File: src/rtl/serial_mult_pkg.sv
// Shared definitions for the repeated-addition serial multiplier.
// The control unit imports the select encoding from here so both sides agree.
package serial_mult_pkg;

    localparam int SM_W = 8;

    localparam logic SEL_ZERO = 1'b0;
    localparam logic SEL_ADD  = 1'b1;

    // The product of two w-bit operands always fits in 2w bits.
    function automatic int sm_prod_width(input int w);
        return 2 * w;
    endfunction

    typedef struct packed {
        logic ldx;
        logic ldy;
        logic ldtotal;
        logic sel;
        logic dec;
        logic lstotal;
        logic enmux;
    } sm_ctrl_t;

endpackage

File: src/rtl/serial_mult_datapath_sm_down_counter.sv
// W-bit down counter: load has priority over decrement.
// Decrement saturates at zero and never wraps.
module sm_down_counter
    import serial_mult_pkg::*;
#(
    parameter int W = SM_W
) (
    input  logic         clk,
    input  logic         rst,
    input  logic         load,
    input  logic         dec,
    input  logic [W-1:0] din,
    output logic         is_zero
);

    logic [W-1:0] count_reg;
    logic [W-1:0] count_next;

    always_comb begin
        count_next = count_reg;
        if (load) begin
            count_next = din;
        end else if (dec && (count_reg != '0)) begin
            count_next = count_reg - W'(1);
        end
    end

    always_ff @(posedge clk) begin
        if (rst) begin
            count_reg <= '0;
        end else begin
            count_reg <= count_next;
        end
    end

    assign is_zero = (count_reg == '0);

endmodule

File: src/rtl/serial_mult_datapath.sv
// Datapath of the repeated-addition multiplier: operand registers, down
// counter, accumulator and gated result register, steered by the CU.
module serial_mult_datapath
    import serial_mult_pkg::*;
#(
    parameter int W = SM_W
) (
    input  logic                        clk,
    input  logic                        rst,
    input  logic [W-1:0]                data_in,
    input  logic                        ldx,
    input  logic                        ldy,
    input  logic                        ldtotal,
    input  logic                        sel,
    input  logic                        dec,
    input  logic                        lstotal,
    input  logic                        enmux,
    output logic                        cnteqzero,
    output logic                        yeqone,
    output logic [sm_prod_width(W)-1:0] product_out
);

    localparam int PW = sm_prod_width(W);

    sm_ctrl_t ctrl;

    logic [W-1:0]  x_reg;
    logic [W-1:0]  x_next;
    logic [W-1:0]  y_reg;
    logic [W-1:0]  y_next;
    logic [PW-1:0] acc_reg;
    logic [PW-1:0] acc_next;
    logic [PW-1:0] result_reg;
    logic [PW-1:0] result_next;
    logic [PW-1:0] mux_out;

    assign ctrl = '{
        ldx:     ldx,
        ldy:     ldy,
        ldtotal: ldtotal,
        sel:     sel,
        dec:     dec,
        lstotal: lstotal,
        enmux:   enmux
    };

    // Wraps silently past 2^PW; a well-behaved CU never gets there.
    assign mux_out = (ctrl.sel == SEL_ADD) ? (acc_reg + {{W{1'b0}}, x_reg})
                                           : '0;

    always_comb begin
        x_next      = x_reg;
        y_next      = y_reg;
        acc_next    = acc_reg;
        result_next = result_reg;
        if (ctrl.ldx) begin
            x_next = data_in;
        end
        if (ctrl.ldy) begin
            y_next = data_in;
        end
        if (ctrl.ldtotal) begin
            acc_next = mux_out;
        end
        if (ctrl.lstotal) begin
            result_next = acc_reg;
        end
    end

    always_ff @(posedge clk) begin
        if (rst) begin
            x_reg      <= '0;
            y_reg      <= '0;
            acc_reg    <= '0;
            result_reg <= '0;
        end else begin
            x_reg      <= x_next;
            y_reg      <= y_next;
            acc_reg    <= acc_next;
            result_reg <= result_next;
        end
    end

    sm_down_counter #(
        .W (W)
    ) u_counter (
        .clk     (clk),
        .rst     (rst),
        .load    (ctrl.ldy),
        .dec     (ctrl.dec),
        .din     (data_in),
        .is_zero (cnteqzero)
    );

    assign yeqone = (y_reg == W'(1));

    // Output gate is purely combinational so the product appears with no extra latency.
    generate
        for (genvar gi = 0; gi < PW; gi++) begin : g_out_gate
            assign product_out[gi] = ctrl.enmux & result_reg[gi];
        end
    endgenerate

endmodule

File: config.mk
export PLATFORM = sky130hd
export DESIGN_NAME = serial_mult_datapath
export DESIGN_NICKNAME = d
export VERILOG_FILES = /design/src/rtl/serial_mult_pkg.sv /design/src/rtl/serial_mult_datapath_sm_down_counter.sv /design/src/rtl/serial_mult_datapath.sv
export SDC_FILE = /design/constraint.sdc
export NUM_CORES = 1
export LEC_CHECK = 0
export CORE_ASPECT_RATIO = 1.5
export CORE_MARGIN = 2
export CORE_UTILIZATION = 30
export CTS_BUF_LIST = sky130_fd_sc_hd__clkbuf_16
export CTS_CLUSTER_DIAMETER = 150
export DETAILED_ROUTE_END_ITERATION = 8
export DONT_BUFFER_PORTS = 1
export GPL_TIMING_DRIVEN = 0
export HOLD_SLACK_MARGIN = 0.02
export PLACE_DENSITY_LB_ADDON = 0.25
export SYNTH_ARGS = -nofsm -noshare
export SYNTH_HDL_FRONTEND = slang
export SYNTH_HIERARCHICAL = 1
export SYNTH_SLANG_ARGS = --single-unit
File: constraint.sdc
create_clock -name clk -period 5.64 [get_ports clk]
set_input_delay 0.282 -clock clk [delete_from_list [all_inputs] [get_ports clk]]
set_output_delay 0.282 -clock clk [all_outputs]
set_load 0.005 [all_outputs]
; ---- Yosys cells after proc, flatten, opt, wreduce, memory -nomap -nowiden
; Cells that the tools add are included.
[classes]
add_sub_neg = 2
n_eq_ne = 1
muxes = 3
bitwise = 16
reduce_logical = 4
[op_table]
columns = operator, n
row1 = adder 16 x 8 -> 16 bit, 1
row2 = bitwise AND 1 bit, 16
row3 = two-way mux 16 bit, 1
row4 = two-way mux 8 bit, 2
row5 = == test 8 x 1 -> 1 bit (second input constant), 1
row6 = zero test 8 bit, 1
row7 = nonzero test 8 bit, 1
row8 = subtractor 8 x 1 -> 8 bit (second input constant), 1
row9 = nonzero test 2 bit, 1
row10 = logical AND 1 bit, 1
[totals]
register_bits = 56
input_bits = 17
out_inout_bits = 18
word_cells = 31

; ---- Depth between registers and ports, before layout
; Gate-level depths: netlist of run 1.
[depth]
word_depth = 4
ltp_mapped = 8
ltp_nobuf = 8

; ---- Hierarchy
; Netlist of run 1, hierarchy kept.
[modules_own_cells]
columns = module, n_inst, cells_per_inst, area_per_inst_um2, seq_area_each_um2
row1 = serial_mult_datapath, 1, 243, 2250.9, 960.9
row2 = sm_down_counter, 1, 59, 515.5, 160.2

; ---- Least setup slack after synthesis of run 1
; Ideal clock, no wire load.
[synth_path]
path_type = flip-flop to flip-flop
from = register acc_reg[0]
to = register acc_reg[14]
setup_time_ps = 116
arrival_time_ps = 1699
required_ps = 5524
slack_ps = 3825
path_stages_with_launch = 9
path_buffers = 0
period_less_slack_ps = 1815
path_cell_list = dfxtp_1 ha_1 inv_1 fa_1 nand2b_1 a21o_1 a21oi_1 a31oi_1 a41o_1
[synth_via]
elab_chain_cells = 2
[synth_rtl]
columns = item, line_no
row1 = "start, declared", serial_mult_datapath.sv:31  ; logic [PW-1:0] acc_reg;
row2 = "start signal, assigned", serial_mult_datapath.sv:79  ; acc_reg <= acc_next;
row3 = adder 16 x 8 -> 16 bit, serial_mult_datapath.sv:48  ; assign mux_out = (ctrl.sel == SEL_ADD) ? (acc_reg + {{W{1'b0}}, x_reg})
row4 = two-way mux 16 bit, serial_mult_datapath.sv:48
; Every way passes these cells.
; A chain may end at the register's enable or synchronous reset.

; ---- Final worst setup path of run 1
; Same ends and word-level chain as after synthesis.

==> results of run 1 <==
[stage by stage]
stage          setup WS, ns  hold slack, ns  instances  utilization, %
3_5_place_dp           3.62           0.439        412            32.7
4_1_cts                3.61           0.137        420            34.3
3_3_place_gp           3.65           0.434        412            32.7
2_1_floorplan          3.82           0.429        302               -
5_1_grt                3.44           0.136        420            34.3
6_report               3.61           0.140        420            34.3
[cell type report]
| type | instances | area [um2] |
|---|---|---|
| fillers | 905 | 5830 |
| plain buffers | 12 | 51.3 |
| multi-input cells | 224 | 1560 |
| inverters | 10 | 37.5 |
| clock inverters | 3 | 21.3 |
| clock buffers | 5 | 125 |
| flip-flops and latches | 56 | 1120 |
| well taps | 110 | 138 |
[routing by layer]
| layer | track usage (%) | vias to the layer above | part of all wire, % |
|---|---|---|---|
| met5 | 0 | - | 0 |
| met4 | 4.48 | 0 | 1.8 |
| met3 | 2.96 | 8 | 4.7 |
| li1 | - | 1063 | - |
| met1 | 15.0 | 946 | 43 |
| met2 | 22.7 | 35 | 51 |
[kinds of logic after synthesis]
family                     count (synthesis)  synth area share (%)
and+or+nand+nor                          119                  22.3
xor gates and xnor gates                  10                  3.17
DFF                                       56                  40.5
adders and majority gates                 11                  5.25
AOI/OAI and AO/OA                         47                  12.2
buffers and inverters                     22                  3.21
muxes                                     37                  13.4
[Yosys cell counts, drive strengths merged (2+ instances only)]
| cell | number | area [um2] |
|---|---|---|
| dfxtp | 56 | 1120 |
| nor2 | 54 | 203 |
| mux2i | 37 | 370 |
| and2 | 16 | 100 |
| a21oi | 15 | 75.1 |
| nand2 | 13 | 48.8 |
| ha | 10 | 125 |
| inv | 9 | 33.8 |
| xnor2 | 9 | 78.8 |
| buf | 7 | 32.5 |
| o21ai | 7 | 35.0 |
| a211oi | 6 | 50.1 |
| nand2b | 6 | 37.5 |
| clkbuf | 5 | 18.8 |
| or4 | 5 | 43.8 |
| a22o | 4 | 35.0 |
| nand3 | 4 | 20.0 |
| nor3b | 4 | 41.3 |
| o211ai | 3 | 22.5 |
| a21o | 2 | 15.0 |
| a311oi | 2 | 17.5 |
| and3 | 2 | 12.5 |
| nor2b | 2 | 12.5 |
| nor4 | 2 | 12.5 |
| o21a | 2 | 15.0 |
| or3 | 2 | 15.0 |
[layout by cell type, fill, tap and decap left out, types with 2 or more instances in the layout]
cell type,count
buf_2,2
xnor2_1,9
or4_1,2
inv_1,9
o21ai_0,6
nand3_1,4
nor2b_1,2
a311oi_1,2
nor2_1,54
nand2b_1,6
o21a_1,2
nor3b_1,3
a21o_1,2
dfxtp_1,56
ha_1,10
and3_1,2
nor4_1,2
a211oi_1,5
o211ai_1,3
clkbuf_16,5
a22o_1,4
and2_1,16
buf_1,4
clkbuf_1,5
nand2_1,13
a21oi_1,15
mux2i_1,37
or4_2,2
or3_2,2
[worst max-delay path by stage]
stage / start / end / slack, ns / depth (start not counted)
3_3_place_gp: acc_reg[0] / acc_reg[14] / 3.65 / 8
6_report: acc_reg[0] / acc_reg[14] / 3.61 / 8
3_5_place_dp: acc_reg[0] / acc_reg[14] / 3.62 / 8
2_1_floorplan: acc_reg[0] / acc_reg[14] / 3.82 / 8
4_1_cts: acc_reg[0] / acc_reg[14] / 3.61 / 8
5_1_grt: acc_reg[0] / acc_reg[8] / 3.44 / 8
[critical path: cells and delay by family, from the launching register on]
family	cells	cell delay, ns
and+or+nand+nor	1	0.20
buffers and inverters	1	0.05
adders and majority gates	2	0.54
DFF	1	0.36
AOI/OAI and AO/OA	4	0.77
[power breakdown]
part	switching [mW]	internal, mW
Clock	0.147	0.166
Sequential	0.0118	0.409
Combinational	0.0480	0.0383
==> flow_summary.toml, run 1 <==
[global_route]
gr-total-overflow = 0
grt_pass1_vias = 2042
antenna_found_initial = 0
grt_start_max_net_pins = 19
grt.total_usage_pct = 12.9
grt_pass1_wl_um = 9900

[timing]
max_freq_mhz = 493
fin_setup_tns_ns = 0
finalHoldViolations = 0
tightest_slew_ns = 0.592
worst_clock_skew_ns = 0.00761
slew_headroom_pct = 60.5
period_share_pct = 36.0
setup_viol_count_final = 0
rsz0062_at_grt = "no"
drv_slew = 0
finalCriticalPeriod_ns = 2.03

[placement]
gp_congestion = 0.832
place.port_buffers = 0
place_area_um2 = 2900
dpl.hpwl_um = 4760

[cts]
clkSinkCount = 56
root_buffer = "clkbuf_16"
ctsLongestPathBuffers = 2
cts_tree = "yes"
clk_pin_slew_worst_paths_ns = 0.07
cts-hold-fix-buffers = 0
post-cts-setup-buffers = 0
clock_latency_ns = 0.29
cts_resized = 0
numCtsBuffers = 5
cts_htree_levels = 2

[logic_synthesis]
yosysWarnings = 6
synthCells = 302
synth_ff_type = "dfxtp_1"
ys_seq_elements = 56
async_flop_share_pct = 0
synth_edf_count = 0
syn-num-nets = 330
seq_area_frac_synth_pct = 40.5
synth.avg_cell_area_um2 = 9.16
yosys.cell_types.count = 51
syn_area_um2 = 2770

[routing]
route.detailed.drc = 0
drtAntennaViolNets = 0
vias_per_cell = 4.89
drt_first_pass_iters = 4
routedWlPerCell_um = 14.9
drtIter0Drc = 52
vias = 2052
drt-total-wl_um = 6250

[worst_setup_path]
crit_type = "reg2reg"
path_max_fanout = 5
rr_startpoint = "acc_reg[0]"
r2r_cells = 8
required_ns = 5.83
critPathSlowestCell = "fa_1"
start_kind = "register"
end_kind = "register"
r2r_setup_slack_ns = 3.61
regToRegEndpoint = "acc_reg[14]"
arrival_ns = 2.22
path_cells = "ha_1 > inv_1 > fa_1 > nand2b_1 > a21o_1 > a21oi_1 > a31oi_1 > a41o_1"
cpPeakStageDelay_ns = 0.37

[worst_hold_path]
holdPathEnd = "y_reg[5]"
hold_class = "in2reg"
hold-path-cell-count = 2
hold_start = "data_in[5]"

[flow_run]
cap_violations = 0

[floorplan]
io_pins = 35
core_area_um2 = 8880
dieArea_um2 = 10000
die_h_um = 122
die_x_um = 82.4
start_util_pct = 31.1
num_rows = 42

[power]
totalPowerFinal_uw = 819
p_leak_nw = 1.28
ir_worst_vdd_uv = 129
powerDensity_nw_per_um2 = 269

[layout]
drive_above_1_share_pct = 6.77
nets = 337
diodes = 0
syn_to_final_growth_pct = 10.3
stdcell_area_um2 = 3050

[outcome]
outcome = "completed"
Power figures use the tool's default switching activity.
==> run 2, diff against run 1 <==
- ABC_AREA: not set -> 1
- clock period: 5.64 -> 1.9 ns (I/O delays scaled with it)
==> flow_summary.toml, run 2 <==
[worst_setup_path]
cp_top_family = "adder cells"
path_max_fanout = 5
r2r_setup_slack_ns = 0.15
cpPeakStageDelay_ns = 0.37
regToRegEndpoint = "acc_reg[8]"
crit_type = "reg2reg"
start_kind = "register"
required_ns = 2.13
crit_top_cell = "nand3_1"
r2r_cells = 10
rr_startpoint = "acc_reg[0]"
cp_num_buf_inv = 2
arrival_ns = 1.98
critPathSlowestCell = "dfxtp_2"
end_kind = "register"
path_cells = "ha_4 > inv_1 > fa_1 > inv_2 > nand3_1 > nand3_1 > nand2_1 > nand2_2 > nand3_1 > a21oi_1"

[worst_hold_path]
hold_class = "in2reg"
hold_start = "data_in[1]"
hold-path-cell-count = 2
holdPathEnd = "x_reg[1]"

[timing]
drv_slew = 0
worst_clock_skew_ns = 0.00526
finalHoldViolations = 0
tightest_slew_ns = 0.434
rsz0062_at_grt = "no"
max_freq_mhz = 573
slew_headroom_pct = 71.1
fin_setup_tns_ns = 0
setup_viol_count_final = 0
finalCriticalPeriod_ns = 1.75
period_share_pct = 91.9

[layout]
drive_above_1_share_pct = 8.71
final_util_pct = 35.6
syn_to_final_growth_pct = 15.1
layout_common_cells = "nand2_1, nor2_1, dfxtp_1, inv_1, nand3_1"
nets = 509
diodes = 0
final_common_cell = "nand2_1"

[routing]
drtAntennaViolNets = 0
drt_first_pass_iters = 8
drtIter0Drc = 126
routedWlPerCell_um = 13.2
route.detailed.drc = 2
vias_per_cell = 4.81
vias = 2870
drt-total-wl_um = 7860

[placement]
dpl.hpwl_um = 5930
gp_congestion = 0.868
place.port_buffers = 0

[global_route]
grt_pass1_wl_um = 12700
grt.total_usage_pct = 14.5
grt_start_max_net_pins = 19
antenna_found_initial = 0
grt_pass1_vias = 2788
gr-total-overflow = 0

[floorplan]
core_area_um2 = 9740
dieArea_um2 = 10900
die_x_um = 85.8
io_pins = 35
start_util_pct = 30.9
num_rows = 44
die_h_um = 127

[logic_synthesis]
syn-num-nets = 487
yosysWarnings = 6
synth_edf_count = 0
synth.most_common_cell = "nand2_1"
ys_seq_elements = 56
synth_top_area_share_pct = 37.2
synthTopCellsByCount = "nand2_1, nor2_1, dfxtp_1, inv_1, nand3_1"
synth_area_leader_cell = "dfxtp_1"
synth_ff_type = "dfxtp_1"
syn_area_um2 = 3010
synth.avg_cell_area_um2 = 6.56
seq_area_frac_synth_pct = 37.2
yosys.cell_types.count = 35
async_flop_share_pct = 0
ys_top_cells_by_area = "dfxtp_1, nand2_1, nor2_1"
synthCells = 459

[cts]
cts_htree_levels = 2
ctsLongestPathBuffers = 2
clkSinkCount = 56
clock_latency_ns = 0.30
root_buffer = "clkbuf_16"
clk_pin_slew_worst_paths_ns = 0.07
cts_tree = "yes"
numCtsBuffers = 5

[outcome]
violations = "DRC"
outcome = "complete, but fails checks"

[power]
p_leak_nw = 1.66
ir_worst_vdd_uv = 347
totalPowerFinal_mw = 2.64
powerDensity_nw_per_um2 = 761

[flow_run]
cap_violations = 0
## run 2: worst reg2reg max path, cell delays in order (launching register included)
cell and delay [ns]:
dfxtp_2 0.37, ha_4 0.17, inv_1 0.05, fa_1 0.37, inv_2 0.10, nand3_1 0.07
nand3_1 0.14, nand2_1 0.10, nand2_2 0.12, nand3_1 0.08, a21oi_1 0.14
## run 2: routing by layer
layer / wire length [um] / vias up / GRT usage (%)
met5: 0 / - / 0
li1: - / 1504 / -
met3: 296 / 12 / 2.28
met2: 4130 / 55 / 27.5
met4: 146 / 0 / 4.39
met1: 3280 / 1299 / 16.2
## run 2: worst max path at each step
stage          slack [ns]     endpoint  startpoint  depth (start not counted)
2_1_floorplan        0.33  acc_reg[12]  acc_reg[0]                         11
3_3_place_gp         0.03  acc_reg[12]  acc_reg[0]                         11
3_5_place_dp        0.007   acc_reg[8]  acc_reg[0]                         10
4_1_cts              0.02   acc_reg[8]  acc_reg[0]                         10
5_1_grt              0.03   acc_reg[8]  acc_reg[0]                         11
6_report             0.15   acc_reg[8]  acc_reg[0]                         10
## run 2: timing repair
item                                    in CTS  in global routing
gates cloned                                 0                  0
endpoints found under the hold margin       24                  0
endpoints found under the setup margin       1                  2
hold buffers                                15                  0
setup buffers                                0                  0
gates resized for setup                      1                  4
## run 2: cells by family after synthesis
kind of cell / Yosys count / synth area share, %
XOR/XNOR: 2 / 0.582
adder cells (fa/ha/maj): 11 / 4.82
AO/OA/AOI/OAI: 68 / 12.0
buffers and inverters: 74 / 9.84
flip-flops: 56 / 37.2
AND/OR/NAND/NOR: 248 / 35.6
## run 2: layout make-up
class	count	area [um2]
Fill cell	1055	6280
Multi-Input combinational cell	329	1610
Sequential cell	56	1120
Inverter	62	234
Timing Repair Buffer	15	150
Tap cell	115	144
Clock buffer	5	125
Buffer	12	62.6
Clock inverter	3	21.3
## run 2: through the flow
stage | worst slack, ns | cell area, um2 | cells | hold slack [ns]
6_report | 0.154 | 3470 | 597 | 0.0384
5_1_grt | 0.0317 | 3470 | 597 | 0.0476
4_1_cts | 0.0237 | 3460 | 597 | 0.0286
3_5_place_dp | 0.00732 | 3160 | 574 | 0.167
3_3_place_gp | 0.0297 | 3160 | 574 | 0.166
2_1_floorplan | 0.329 | 3010 | 459 | 0.164
## run 2: power breakdown
part           switching (mW)  internal, mW
Sequential             0.0447          1.24
Clock                   0.451         0.493
Combinational           0.260         0.155
==> run 3, diff against run 2 <==
- SETUP_SLACK_MARGIN: not set -> 0.4
==> flow_summary.toml, run 3 (synthesis results as in run 2) <==
[outcome]
outcome = "completed"

[layout]
nets = 517
fill_cells = 1043
drive_above_1_share_pct = 15.9
layout_common_cells = "nand2_1, nor2_1, inv_1, dfxtp_1, o21ai_0"
final_common_cell = "nand2_1"
diodes = 0
syn_to_final_growth_pct = 23.5
final_cell_count_no_fill = 605

[timing]
max_freq_mhz = 642
worst_clock_skew_ns = 0.00411
drv_slew = 0
slew_headroom_pct = 72.6
period_share_pct = 82.0
tightest_slew_ns = 0.407
setup_viol_count_final = 0
finalCriticalPeriod_ns = 1.56
finalHoldViolations = 0
rsz0062_at_grt = "yes"
fin_setup_tns_ns = 0

[routing]
route.detailed.drc = 0
routedWlPerCell_um = 13.0
drt-total-wl_um = 7880
drtAntennaViolNets = 0
wl_met2_um = 4030
wl_met1_um = 3310
met3WireLength_um = 272
drtIter0Drc = 107
vias_per_cell = 4.78
drt_first_pass_iters = 6
topRoutingLayerUsed = "met4"
vias = 2893

[worst_setup_path]
critPathSlowestCell = "dfxtp_2"
required_ns = 2.09
cpPeakStageDelay_ns = 0.35
rr_startpoint = "x_reg[0]"
path_cells = "ha_4 > inv_2 > fa_2 > inv_2 > nand3_2 > nand3_2 > nand2_2 > nand2_4 > nand2_1 > nand2_1 > a21oi_2"
cp_num_buf_inv = 2
crit_type = "reg2reg"
r2r_setup_slack_ns = 0.34
r2r_cells = 11
arrival_ns = 1.74
start_kind = "register"
regToRegEndpoint = "acc_reg[8]"
path_max_fanout = 4
cp_top_family = "adder cells"
end_kind = "register"

[placement]
place.port_buffers = 0
place_inst = 574
dpl.hpwl_um = 5930
gp_congestion = 0.848

[power]
ir_worst_vdd_uv = 324
powerDensity_nw_per_um2 = 749
p_leak_nw = 1.73

[worst_hold_path]
holdPathEnd = "x_reg[1]"
hold_class = "in2reg"
hold-path-cell-count = 2
hold_start = "data_in[1]"

[global_route]
grt_pass1_vias = 2886
grt.total_usage_pct = 15.3
gr-total-overflow = 0
antenna_found_initial = 0
grt_start_max_net_pins = 18
grt_pass1_wl_um = 13400

[flow_run]
cap_violations = 0

[cts]
root_buffer = "clkbuf_16"
clkSinkCount = 56
clock_latency_ns = 0.29
cts_tree = "yes"
ctsLongestPathBuffers = 2
numCtsBuffers = 5
clk_pin_slew_worst_paths_ns = 0.07
cts_htree_levels = 2

[floorplan]
num_rows = 44
die_x_um = 85.8
die_h_um = 127
start_util_pct = 30.9
core_area_um2 = 9740
dieArea_um2 = 10900
io_pins = 35
## run 3: changes by cell type in the layout (fill, tap and decap cells not counted), moves of 5 or more
cell	previous run	this run
nand3_1	37	30
buf_4	2	8
dfxtp_1	54	49
ha_4	1	7
ha_1	9	3
nand3_2	4	10
## run 3: how the worst max path moves through the flow
stage,from,endpoint,slack [ns],cells after the start
final,x_reg[0],acc_reg[8],0.34,11
after global routing,x_reg[0],acc_reg[14],0.26,10
after CTS,x_reg[0],acc_reg[8],0.37,11
after detailed placement,acc_reg[0],acc_reg[8],0.24,10
after global placement,x_reg[0],acc_reg[8],0.23,10
after floorplan,acc_reg[0],acc_reg[12],0.43,11
## run 3: repair_timing
item                       CTS  global route
hold endpoints to repair    25             0
setup endpoints to repair    8            20
pin swaps                    5             4
setup buffers                5             1
gates resized for setup     17            22
hold buffers                17             0
## run 3: area by class of cell
cell class	count	area, um2	area share, %
Multi-Input combinational cell	329	1760	47.3
Sequential cell	56	1130	30.5
Inverter	62	234	6.29
Timing Repair Buffer	23	215	5.78
Tap cell	115	144	3.87
Clock buffer	5	125	3.36
Buffer	12	63.8	1.71
Clock inverter	3	42.5	1.14
## run 3: through the flow
stage	area, um2	utilization [%]	setup slack (ns)	total power, mW	hold slack (ns)
after detailed placement	3170	32.6	0.237	1.69	0.168
after CTS	3630	37.3	0.373	2.80	0.0342
final	3720	38.2	0.343	2.79	0.00877
after floorplan	3030	-	0.427	1.60	0.164
after global routing	3720	38.2	0.264	2.94	0.00348
after global placement	3170	32.6	0.225	1.68	0.166
## run 3: per-layer routing
layer	vias to the layer above	track usage, %
met5	-	0
met2	57	27.8
met1	1306	17.0
met3	21	2.99
li1	1509	-
met4	0	6.44
## run 3: power breakdown
part / switching [mW] / leakage, nW / internal (mW)
Clock: 0.435 / 0.0856 / 0.623
Sequential: 0.0511 / 0.464 / 1.24
Combinational: 0.263 / 1.18 / 0.178
